**src/rtl/rx_frame_pkg.sv**
```systemverilog
// Shared state encoding and default geometry for the serial receive sequencer.
package rx_frame_pkg;

   localparam int DEF_OVERSAMPLE = 16;
   localparam int DEF_DATA_BITS  = 8;

   typedef enum logic [2:0] {
      IDLE   = 3'd0,
      START  = 3'd1,
      DATA   = 3'd2,
      PARITY = 3'd3,
      STOP   = 3'd4,
      BREAK  = 3'd5
   } rxState_t;

endpackage

```
**src/rtl/rx_frame_ctrl_if.sv**
```systemverilog
// Receive-side link bundle: tick/line in from the synchronizer, strobes and char out to the buffer.
interface rx_frame_ctrl_if import rx_frame_pkg::*; #(
   parameter int DATA_BITS = DEF_DATA_BITS
);
   logic                 sample_tick;
   logic                 rx_in;
   logic                 sr_clk;
   logic [DATA_BITS-1:0] data_out;
   logic                 data_valid;
   logic                 framing_err;
   logic                 parity_err;
   logic                 busy;

   modport master (
      output sample_tick, rx_in,
      input  sr_clk, data_out, data_valid, framing_err, parity_err, busy
   );

   modport slave (
      input  sample_tick, rx_in,
      output sr_clk, data_out, data_valid, framing_err, parity_err, busy
   );
endinterface

```
**src/rtl/rx_sample_timer.sv**
```systemverilog
// Oversample counter: flags the start-bit half point or the data/stop mid-bit, only on ticks.
// Latency: midHit is combinational from the counter; no backpressure.
module rx_sample_timer import rx_frame_pkg::*; #(
   parameter int OVERSAMPLE = DEF_OVERSAMPLE
) (
   input  logic clk,
   input  logic rst,
   input  logic tick,
   input  logic clear,
   input  logic halfMode,
   output logic midHit
);
   localparam int CW = $clog2(OVERSAMPLE);
   localparam logic [CW-1:0] HALF_LAST = CW'(OVERSAMPLE/2 - 1);
   localparam logic [CW-1:0] FULL_LAST = CW'(OVERSAMPLE - 1);

   logic [CW-1:0] sampCnt;
   logic          atLast;

   assign atLast = (sampCnt == (halfMode ? HALF_LAST : FULL_LAST));
   assign midHit = tick & atLast & ~clear;

   always_ff @(posedge clk or negedge rst) begin
      if (!rst) begin
         sampCnt <= '0;
      end else if (tick) begin
         if (clear || atLast) sampCnt <= '0;
         else                 sampCnt <= sampCnt + 1'b1;
      end
   end
endmodule

```
**src/rtl/rx_frame_ctrl.sv**
```systemverilog
// Start-bit validation, mid-bit shift strobes, LSB-first assembly; RX_PARITY_EN adds even parity.
// Latency: strobes/char registered 1 clk after the deciding tick; no backpressure (line-driven).
module rx_frame_ctrl import rx_frame_pkg::*; #(
   parameter int OVERSAMPLE = DEF_OVERSAMPLE,
   parameter int DATA_BITS  = DEF_DATA_BITS
) (
   input logic            clk,
   input logic            rst,
   rx_frame_ctrl_if.slave bus
);
   localparam int BW = $clog2(DATA_BITS + 1);
   localparam logic [BW-1:0] LAST_BIT = BW'(DATA_BITS - 1);

   rxState_t             state, nextState;
   logic [BW-1:0]        bitCnt;
   logic [DATA_BITS-1:0] shiftReg, dataReg;
   logic                 midHit, timerClear, halfMode;
   logic                 shiftEn, bitClear, goodStop, badStop;
   logic                 srClkReg, validReg, frameErrReg;

   rx_sample_timer #(.OVERSAMPLE(OVERSAMPLE)) sampleTimer (
      .clk      (clk),
      .rst      (rst),
      .tick     (bus.sample_tick),
      .clear    (timerClear),
      .halfMode (halfMode),
      .midHit   (midHit)
   );

   always_ff @(posedge clk or negedge rst) begin
      if (!rst) state <= IDLE;
      else      state <= nextState;
   end

`ifdef RX_PARITY_EN
   logic parSample;
`endif

   always_comb begin
      nextState  = state;
      timerClear = 1'b0;
      shiftEn    = 1'b0;
      bitClear   = 1'b0;
      goodStop   = 1'b0;
      badStop    = 1'b0;
      halfMode   = (state == START);
`ifdef RX_PARITY_EN
      parSample  = 1'b0;
`endif
      case (state)
         IDLE: begin
            timerClear = 1'b1;
            if (bus.sample_tick && !bus.rx_in) nextState = START;
         end
         START: begin
            if (midHit) begin
               // Line back high at the half point is a glitch, not a start bit.
               if (!bus.rx_in) begin
                  nextState = DATA;
                  bitClear  = 1'b1;
               end else begin
                  nextState = IDLE;
               end
            end
         end
         DATA: begin
            if (midHit) begin
               shiftEn = 1'b1;
`ifdef RX_PARITY_EN
               if (bitCnt == LAST_BIT) nextState = PARITY;
`else
               if (bitCnt == LAST_BIT) nextState = STOP;
`endif
            end
         end
`ifdef RX_PARITY_EN
         PARITY: begin
            if (midHit) begin
               parSample = 1'b1;
               nextState = STOP;
            end
         end
`endif
         STOP: begin
            if (midHit) begin
               if (bus.rx_in) begin
                  goodStop  = 1'b1;
                  nextState = IDLE;
               end else begin
                  badStop   = 1'b1;
                  nextState = BREAK;
               end
            end
         end
         BREAK: begin
            timerClear = 1'b1;
            if (bus.sample_tick && bus.rx_in) nextState = IDLE;
         end
         default: nextState = IDLE;
      endcase
   end

   always_ff @(posedge clk or negedge rst) begin
      if (!rst) begin
         bitCnt      <= '0;
         shiftReg    <= '0;
         dataReg     <= '0;
         srClkReg    <= 1'b0;
         validReg    <= 1'b0;
         frameErrReg <= 1'b0;
      end else begin
         srClkReg    <= shiftEn;
         validReg    <= goodStop;
         frameErrReg <= badStop;
         if (bitClear)     bitCnt <= '0;
         else if (shiftEn) bitCnt <= bitCnt + 1'b1;
         if (shiftEn)  shiftReg <= DATA_BITS'({bus.rx_in, shiftReg} >> 1);
         if (goodStop) dataReg  <= shiftReg;
      end
   end

`ifdef RX_PARITY_EN
   logic parLatch, parErrReg;

   // Even parity: data ones plus the parity bit must total an even count.
   always_ff @(posedge clk or negedge rst) begin
      if (!rst) begin
         parLatch  <= 1'b0;
         parErrReg <= 1'b0;
      end else begin
         if (parSample) parLatch <= (^shiftReg) ^ bus.rx_in;
         parErrReg <= (goodStop | badStop) & parLatch;
      end
   end
   assign bus.parity_err = parErrReg;
`else
   assign bus.parity_err = 1'b0;
`endif

   assign bus.sr_clk      = srClkReg;
   assign bus.data_out    = dataReg;
   assign bus.data_valid  = validReg;
   assign bus.framing_err = frameErrReg;
   assign bus.busy        = (state != IDLE);
endmodule

```
**src/flat_wrapper.sv**
```systemverilog
// flat-port wrapper written by rule: the top's interface ports become plain ports
module rx_frame_ctrl_flat import rx_frame_pkg::*;
#(
   parameter int OVERSAMPLE = DEF_OVERSAMPLE,
   parameter int DATA_BITS  = DEF_DATA_BITS
)
  (clk, rst, bus_sample_tick, bus_rx_in, bus_sr_clk, bus_data_out, bus_data_valid, bus_framing_err, bus_parity_err, bus_busy);
  rx_frame_ctrl_if #(.DATA_BITS(DATA_BITS)) bus_i ();
  input logic clk;
  input logic rst;
  input wire logic [$bits(bus_i.sample_tick)-1:0] bus_sample_tick;
  input wire logic [$bits(bus_i.rx_in)-1:0] bus_rx_in;
  output wire logic [$bits(bus_i.sr_clk)-1:0] bus_sr_clk;
  output wire logic [$bits(bus_i.data_out)-1:0] bus_data_out;
  output wire logic [$bits(bus_i.data_valid)-1:0] bus_data_valid;
  output wire logic [$bits(bus_i.framing_err)-1:0] bus_framing_err;
  output wire logic [$bits(bus_i.parity_err)-1:0] bus_parity_err;
  output wire logic [$bits(bus_i.busy)-1:0] bus_busy;
  assign bus_i.sample_tick = bus_sample_tick;
  assign bus_i.rx_in = bus_rx_in;
  assign bus_sr_clk = bus_i.sr_clk;
  assign bus_data_out = bus_i.data_out;
  assign bus_data_valid = bus_i.data_valid;
  assign bus_framing_err = bus_i.framing_err;
  assign bus_parity_err = bus_i.parity_err;
  assign bus_busy = bus_i.busy;
  rx_frame_ctrl #(.OVERSAMPLE(OVERSAMPLE), .DATA_BITS(DATA_BITS)) u_core (.clk(clk), .rst(rst), .bus(bus_i));
endmodule
```
**config.mk**
```make
export PLATFORM = sky130hd
export DESIGN_NAME = rx_frame_ctrl_flat
export DESIGN_NICKNAME = d
export VERILOG_FILES = /design/src/rtl/rx_frame_pkg.sv /design/src/rtl/rx_frame_ctrl_if.sv /design/src/rtl/rx_sample_timer.sv /design/src/rtl/rx_frame_ctrl.sv /design/src/flat_wrapper.sv
export SDC_FILE = /design/constraint.sdc
export NUM_CORES = 1
export LEC_CHECK = 0
export ABC_AREA = 1
export CAP_MARGIN = 20
export CORE_AREA = 2 2 69 71
export CTS_BUF_LIST = sky130_fd_sc_hd__clkbuf_8
export DETAILED_ROUTE_END_ITERATION = 7
export DIE_AREA = 0 0 71 73
export GPL_ROUTABILITY_DRIVEN = 0
export GPL_TIMING_DRIVEN = 0
export HOLD_SLACK_MARGIN = 0.06
export MAX_ROUTING_LAYER = met4
export SLEW_MARGIN = 0
export SYNTH_ARGS = -nofsm -noshare
export SYNTH_HDL_FRONTEND = slang
export SYNTH_SLANG_ARGS = --single-unit
```
**constraint.sdc**
```tcl
create_clock -name clk -period 1.9 [get_ports clk]
set_input_delay 0.38 -clock clk [delete_from_list [all_inputs] [get_ports clk]]
set_output_delay 0.38 -clock clk [all_outputs]
set_load 0.05 [all_outputs]
```
==> results.yml, run 1 <==
floorplan:
  boundaryPins: 17
  placement_rows: 25
  design.die.area_um2: 5180
  dieHeight_um: 73
  die_width_um: 71
  initial_core_util_pct: 33.2
  core_area_um2: 4540
global_route:
  grt_antenna_before_repair: 0
  grtUsageTotal_pct: 12.5
  global_route_wire_length_before_repair_mm: 4.70
  globalRouteOverflowTotal: 0
  first_global_vias: 1013
  grt_max_degree: 31
timing:
  final_min_period_over_clock_period_pct: 96.4
  finClkSkew_ps: 5.68
  finalHoldViolCount: 0
  timing.final.crit_period_ps: 1830
  final_critical_path_setup_slack_ps: 68.7
  slew_headroom_pct: 56.4
  worst_pin_slew_ps: 654
  fmax_ghz: 0.546
  final_number_of_setup_violating_endpoints: 0
  timing.final.max_slew_violations: 0
  rsz0062_at_grt: "false"
  hold_slack_ps: 122
logic_synthesis:
  synth-seq-area-share_pct: 49.9
  synth_fp_nets: 170
  synthesis.yosys.warnings: 0
  synthDistinctLibCells: 25
  post_synth_instance_area_um2: 1500
  avgSynthCellArea_um2: 9.17
  synth.ff_latch_count: 30
  syn-instance-count: 164
clock_tree:
  ctsHoldBuffers: 0
  ctsLongestPathBuffers: 2
  clk_transition_reported_paths_ps: 70
  cts_htree_levels: 2
  numCtsBuffers: 5
  cts_tree: "done"
  clock_latency_ps: 280
  clock_tree.root_cell: "sky130_fd_sc_hd__clkbuf_8"
  clock_sinks: 30
cells_and_area:
  register_area_um2: 751
  layout.filler_cells: 442
  layout.nets: 192
  most-common-layout-cells: "sky130_fd_sc_hd__nand2_1 (43), sky130_fd_sc_hd__dfrtp_1 (30), sky130_fd_sc_hd__inv_1 (24)"
  multi_input_area_um2: 623
  most_common_library_cell_in_the_layout_ignoring_fill_and_taps: "sky130_fd_sc_hd__nand2_1"
  drive_above_1_share_pct: 19.3
  antennaDiodeCount: 0
  final_util_pct: 40.9
  layout_area_growth_over_synthesis_pct: 23.3
  fin_area_um2: 1850
pwr:
  power.density_cell_area_nw_per_um2: 1040
  power.leakage_nw: 1.01
  combinationalPowerShare_pct: 20.3
  netSwitchingPower_mw: 0.564
  p_seq_share_pct: 38.0
  clkPwrFrac_pct: 41.7
  vdd_drop_max_mv: 0.457
  intPower_mw: 1.36
  swShare_pct: 29.3
routing:
  final_antenna_net_count: 0
  number_of_vias_per_cell_after_detailed_routing: 4.54
  wl_mm: 2.69
  vias: 1094
  initialDrtViolationCount: 35
  drtPass1Iterations: 4
  detailed_route_drc_error_count: 0
  avgRoutedWirePerCell_um: 11.2
place:
  placement.cell_area_um2: 1720
  dp_slack_ps: -144
  port-buffer-count: 15
  post-dp-hpwl_mm: 1.88
worst_setup_path:
  critical_path.endpoint_type: "primary output"
  required_ps: 1520
  cp-start-kind: "flip-flop"
  worstPathCellList: "clkdlybuf4s50_1"
  timing.critical_path.slowest_stage_cell: "sky130_fd_sc_hd__clkdlybuf4s50_1"
  worst-endpoint-arrival_ps: 1450
  worstRegToRegCells: 9
  critPathTopFamily: "buffers and inverters"
  crit_buf_inv: 1
  max_stage_delay_ps: 810
  critical_path_class: "reg2out"
  total_number_of_cells_along_the_worst_setup_path: 1
  timing.reg2reg.setup_slack_ps: 300
  crit_fanout: 2
worst_hold_path:
  worst_hold_path_type: "in2async"
flow_run:
  maxCapViolCount: 0
run_status:
  run_status: "complete, no violations"
[Yosys cell counts (all sizes together)]
master  instances  area (um2)
dfrtp          30         751
nand4           3        18.8
nor2           10        80.1
ha              2        25.0
buf             3        33.8
nand2          51         236
conb            1        3.75
o21ai          18         124
a31oi           1        6.26
o22ai           1        6.26
xor2            4        35.0
nand3          12        72.6
a21oi           3        15.0
inv            25        96.4
[through the flow]
stage | std cells | power, mW | setup TNS, ps
4_1_cts | 241 | 1.95 | 0
3_5_place_dp | 233 | 1.15 | -1360
2_1_floorplan | 164 | 1.05 | 0
6_report | 241 | 1.93 | 0
3_3_place_gp | 233 | 1.14 | -6420
5_1_grt | 241 | 2.04 | 0
[flip-flops by register name, summed over array words and instances (netlist names)]
name and flops:
u_core.bus.sr_clk 1, u_core.bus.data_valid 1, u_core.shiftReg 8, u_core.sampleTimer.sampCnt 4
u_core.bitCnt 4, u_core.state 3, u_core.bus.framing_err 1, u_core.bus.data_out 8
[cell type report]
| class | instances | share of cell area, % |
|---|---|---|
| Tap cell | 54 | 3.64 |
| Inverter | 25 | 5.20 |
| Multi-Input combinational cell | 106 | 33.6 |
| Clock inverter | 2 | 3.24 |
| Buffer | 3 | 1.82 |
| Timing Repair Buffer | 15 | 7.56 |
| Clock buffer | 6 | 4.45 |
| Sequential cell | 30 | 40.5 |
[power groups by stage]
stage                     sequential, mW  clock, mW  combinational [mW]
after floorplan                    0.730          0               0.320
after global placement             0.743          0               0.400
after detailed placement           0.743          0               0.408
after CTS                          0.731      0.823               0.400
after global routing               0.736      0.867               0.440
final                              0.732      0.803               0.392
[final timing paths]
path | startpoint | end
max in group asynchronous | rst | u_core.shiftReg[7]
worst max register to register | u_core.state[2] | u_core.bus.data_out[6]
worst max-delay path | u_core.bus.data_out[6] | bus_data_out[6]
min in group clk | u_core.shiftReg[5] | u_core.shiftReg[4]
worst min register to register | u_core.shiftReg[5] | u_core.shiftReg[4]
worst min-delay path | rst | u_core.shiftReg[1]
[logic make-up (layout without fill, tap and decap cells)]
logic type / after synthesis / in the layout / synth area share [%]
buffers and inverters: 28 / 51 / 8.65
other: 1 / 1 / 0.249
XOR/XNOR: 4 / 4 / 2.33
adder cells (fa/ha/maj): 2 / 2 / 1.66
AO/OA/AOI/OAI: 23 / 23 / 10.1
flip-flops: 30 / 30 / 49.9
AND/OR/NAND/NOR: 76 / 76 / 27.1
[timing repair]
action / in CTS / in global routing
endpoints found under the setup margin: 1 / 1
resized for setup: 1 / 2
setup buffers: 0 / 0
[layer usage]
layer | GRT usage [%] | part of all wire (%) | up-vias
met4 | 5.66 | 2.0 | 0
met2 | 18.0 | 44 | 20
met3 | 4.97 | 4.8 | 6
met5 | - | 0 | -
met1 | 15.4 | 49 | 510
li1 | - | - | 558
Power figures use the tool's default switching activity.
==> run 2: changes to the inputs <==
RECOVER_POWER = 25   (was default)
==> run 2 against run 1 <==
  * The flow now finishes with violations (max-capacitance violations, max-slew violations)
  * Sequential share of layout area is essentially flat
  * Cell count is the same
  * Critical path depth is the same
  * Clock skew is the same
  * Core utilization is essentially flat
  * First-iteration DRC count is the same
  * Global-route usage is the same
  * Via count is essentially flat
  * Die area is the same
  * Design area is essentially flat
  * Worst hold slack gained 360 ps
  * Critical path type unchanged
  * Critical endpoint unchanged
==> results.yml, run 2 (synthesis results as in run 1) <==
run_status:
  run_status: "finished, violations left"
  violations: "max-capacitance violations, max-slew violations"
global_route:
  grt_max_degree: 31
  grt_antenna_before_repair: 0
  first_global_vias: 1013
  globalRouteOverflowTotal: 0
  grtUsageTotal_pct: 12.5
  global_route_wire_length_before_repair_mm: 4.70
worst_setup_path:
  critPathTopFamily: "buffers and inverters"
  timing.reg2reg.setup_slack_ps: 300
  worstPathCellList: "clkdlybuf4s50_1"
  worst-endpoint-arrival_ps: 1450
  critical_path_class: "reg2out"
  cp-startpoint: "u_core.bus.data_out[6]"
  worstRegToRegCells: 9
  cp-start-kind: "flip-flop"
  crit_buf_inv: 1
  crit_path_end: "bus_data_out[6]"
  critical_path.endpoint_type: "primary output"
  timing.critical_path.slowest_stage_cell: "sky130_fd_sc_hd__clkdlybuf4s50_1"
  crit_fanout: 2
  max_stage_delay_ps: 810
  required_ps: 1520
  rr_endpoint: "u_core.bus.data_out[6]"
  worstReg2RegStart: "u_core.state[2]"
  total_number_of_cells_along_the_worst_setup_path: 1
cells_and_area:
  most_common_library_cell_in_the_layout_ignoring_fill_and_taps: "sky130_fd_sc_hd__nand2_1"
  final_util_pct: 40.9
  layout_area_growth_over_synthesis_pct: 23.2
  antennaDiodeCount: 0
  layout.nets: 192
  most-common-layout-cells: "sky130_fd_sc_hd__nand2_1 (43), sky130_fd_sc_hd__dfrtp_1 (30), sky130_fd_sc_hd__inv_1 (24)"
  drive_above_1_share_pct: 18.7
pwr:
  vdd_drop_max_mv: 0.457
  intPower_mw: 1.36
  p_seq_share_pct: 38.0
  clkPwrFrac_pct: 41.7
  netSwitchingPower_mw: 0.564
  power.leakage_nw: 1.01
  combinationalPowerShare_pct: 20.3
  power.density_cell_area_nw_per_um2: 1040
  swShare_pct: 29.3
timing:
  timing.final.crit_period_ps: 1830
  worst_pin_slew_ps: 1570
  finClkSkew_ps: 5.68
  finalHoldViolCount: 0
  fmax_ghz: 0.546
  final_critical_path_setup_slack_ps: 68.7
  final_number_of_setup_violating_endpoints: 0
  rsz0062_at_grt: "false"
  timing.final.max_slew_violations: 31
  slew_headroom_pct: -4.91
  final_min_period_over_clock_period_pct: 96.4
routing:
  vias: 1095
  wl_mm: 2.69
  detailed_route_drc_error_count: 0
  number_of_vias_per_cell_after_detailed_routing: 4.54
  drtPass1Iterations: 4
  initialDrtViolationCount: 35
  final_antenna_net_count: 0
  avgRoutedWirePerCell_um: 11.1
clock_tree:
  clock_tree.root_cell: "sky130_fd_sc_hd__clkbuf_8"
  clock_latency_ps: 280
  clock_sinks: 30
  cts_tree: "done"
  ctsLongestPathBuffers: 2
  numCtsBuffers: 5
  cts_htree_levels: 2
  clk_transition_reported_paths_ps: 60
  post-cts-setup-buffers: 0
place:
  port-buffer-count: 15
  post-dp-hpwl_mm: 1.88
  dp_slack_ps: -144
worst_hold_path:
  worst_hold_path_type: "in2async"
floorplan:
  placement_rows: 25
  design.die.area_um2: 5180
  dieHeight_um: 73
  die_width_um: 71
  boundaryPins: 17
  initial_core_util_pct: 33.2
  core_area_um2: 4540
flow_run:
  maxCapViolCount: 1
-- run 2: cell types whose count changed in the layout (fill, tap and decap cells not counted) --
| cell | delta |
|---|---|
| sky130_fd_sc_hd__clkbuf_1 | +1 |
| sky130_fd_sc_hd__buf_2 | -1 |
-- run 2: power groups by stage --
| stage | registers (mW) | clock network [mW] | logic [mW] |
|---|---|---|---|
| after global placement | 0.743 | 0 | 0.400 |
| final | 0.732 | 0.803 | 0.391 |
| after floorplan | 0.730 | 0 | 0.320 |
| after global routing | 0.736 | 0.867 | 0.440 |
| after CTS | 0.731 | 0.823 | 0.400 |
| after detailed placement | 0.743 | 0 | 0.408 |
-- run 2: metrics by stage --
stage / instances / hold WS [ps] / area, um2 / TNS [ps] / total power [mW]
final: 241 / 478 / 1850 / 0 / 1.93
after global routing: 241 / 516 / 1850 / 0 / 2.04
after CTS: 241 / 158 / 1860 / 0 / 1.95
after detailed placement: 233 / 465 / 1720 / -1360 / 1.15
after global placement: 233 / 466 / 1720 / -6420 / 1.14
after floorplan: 164 / 84.4 / 1500 / 0 / 1.05
-- run 2: metal layers --
| layer | GRT usage [%] | wire, um | up-vias |
|---|---|---|---|
| met4 | 5.66 | 54 | 0 |
| met3 | 4.97 | 128 | 6 |
| met1 | 15.4 | 1320 | 510 |
| li1 | - | - | 559 |
| met5 | - | 0 | - |
| met2 | 18.0 | 1180 | 20 |
-- run 2: area by class of cell --
type	count	area, um2
fill	441	2680
sequential	30	751
multi-input combinational	106	623
timing repair buffer	15	139
inverter	25	96.3
clock buffer	6	82.6
tap	54	67.6
clock inverter	2	60.1
buffer	3	33.8
-- run 2: what timing repair did --
action                                  in CTS  in global routing
endpoints found under the setup margin       1                  1
gates resized for setup                      1                  2
hold buffers                                 0                  0
-- run 2: worst min path at each step --
| stage | cells after the start | from | end |
|---|---|---|---|
| floorplan | 0 | rst | u_core.bitCnt[0] |
| global placement | 2 | u_core.shiftReg[3] | u_core.shiftReg[2] |
| detailed placement | 1 | rst | u_core.sampleTimer.sampCnt[1] |
| global route | 2 | u_core.bus.data_out[4] | u_core.bus.data_out[4] |
| CTS | 1 | rst | u_core.shiftReg[0] |
| finish | 1 | rst | u_core.sampleTimer.sampCnt[1] |
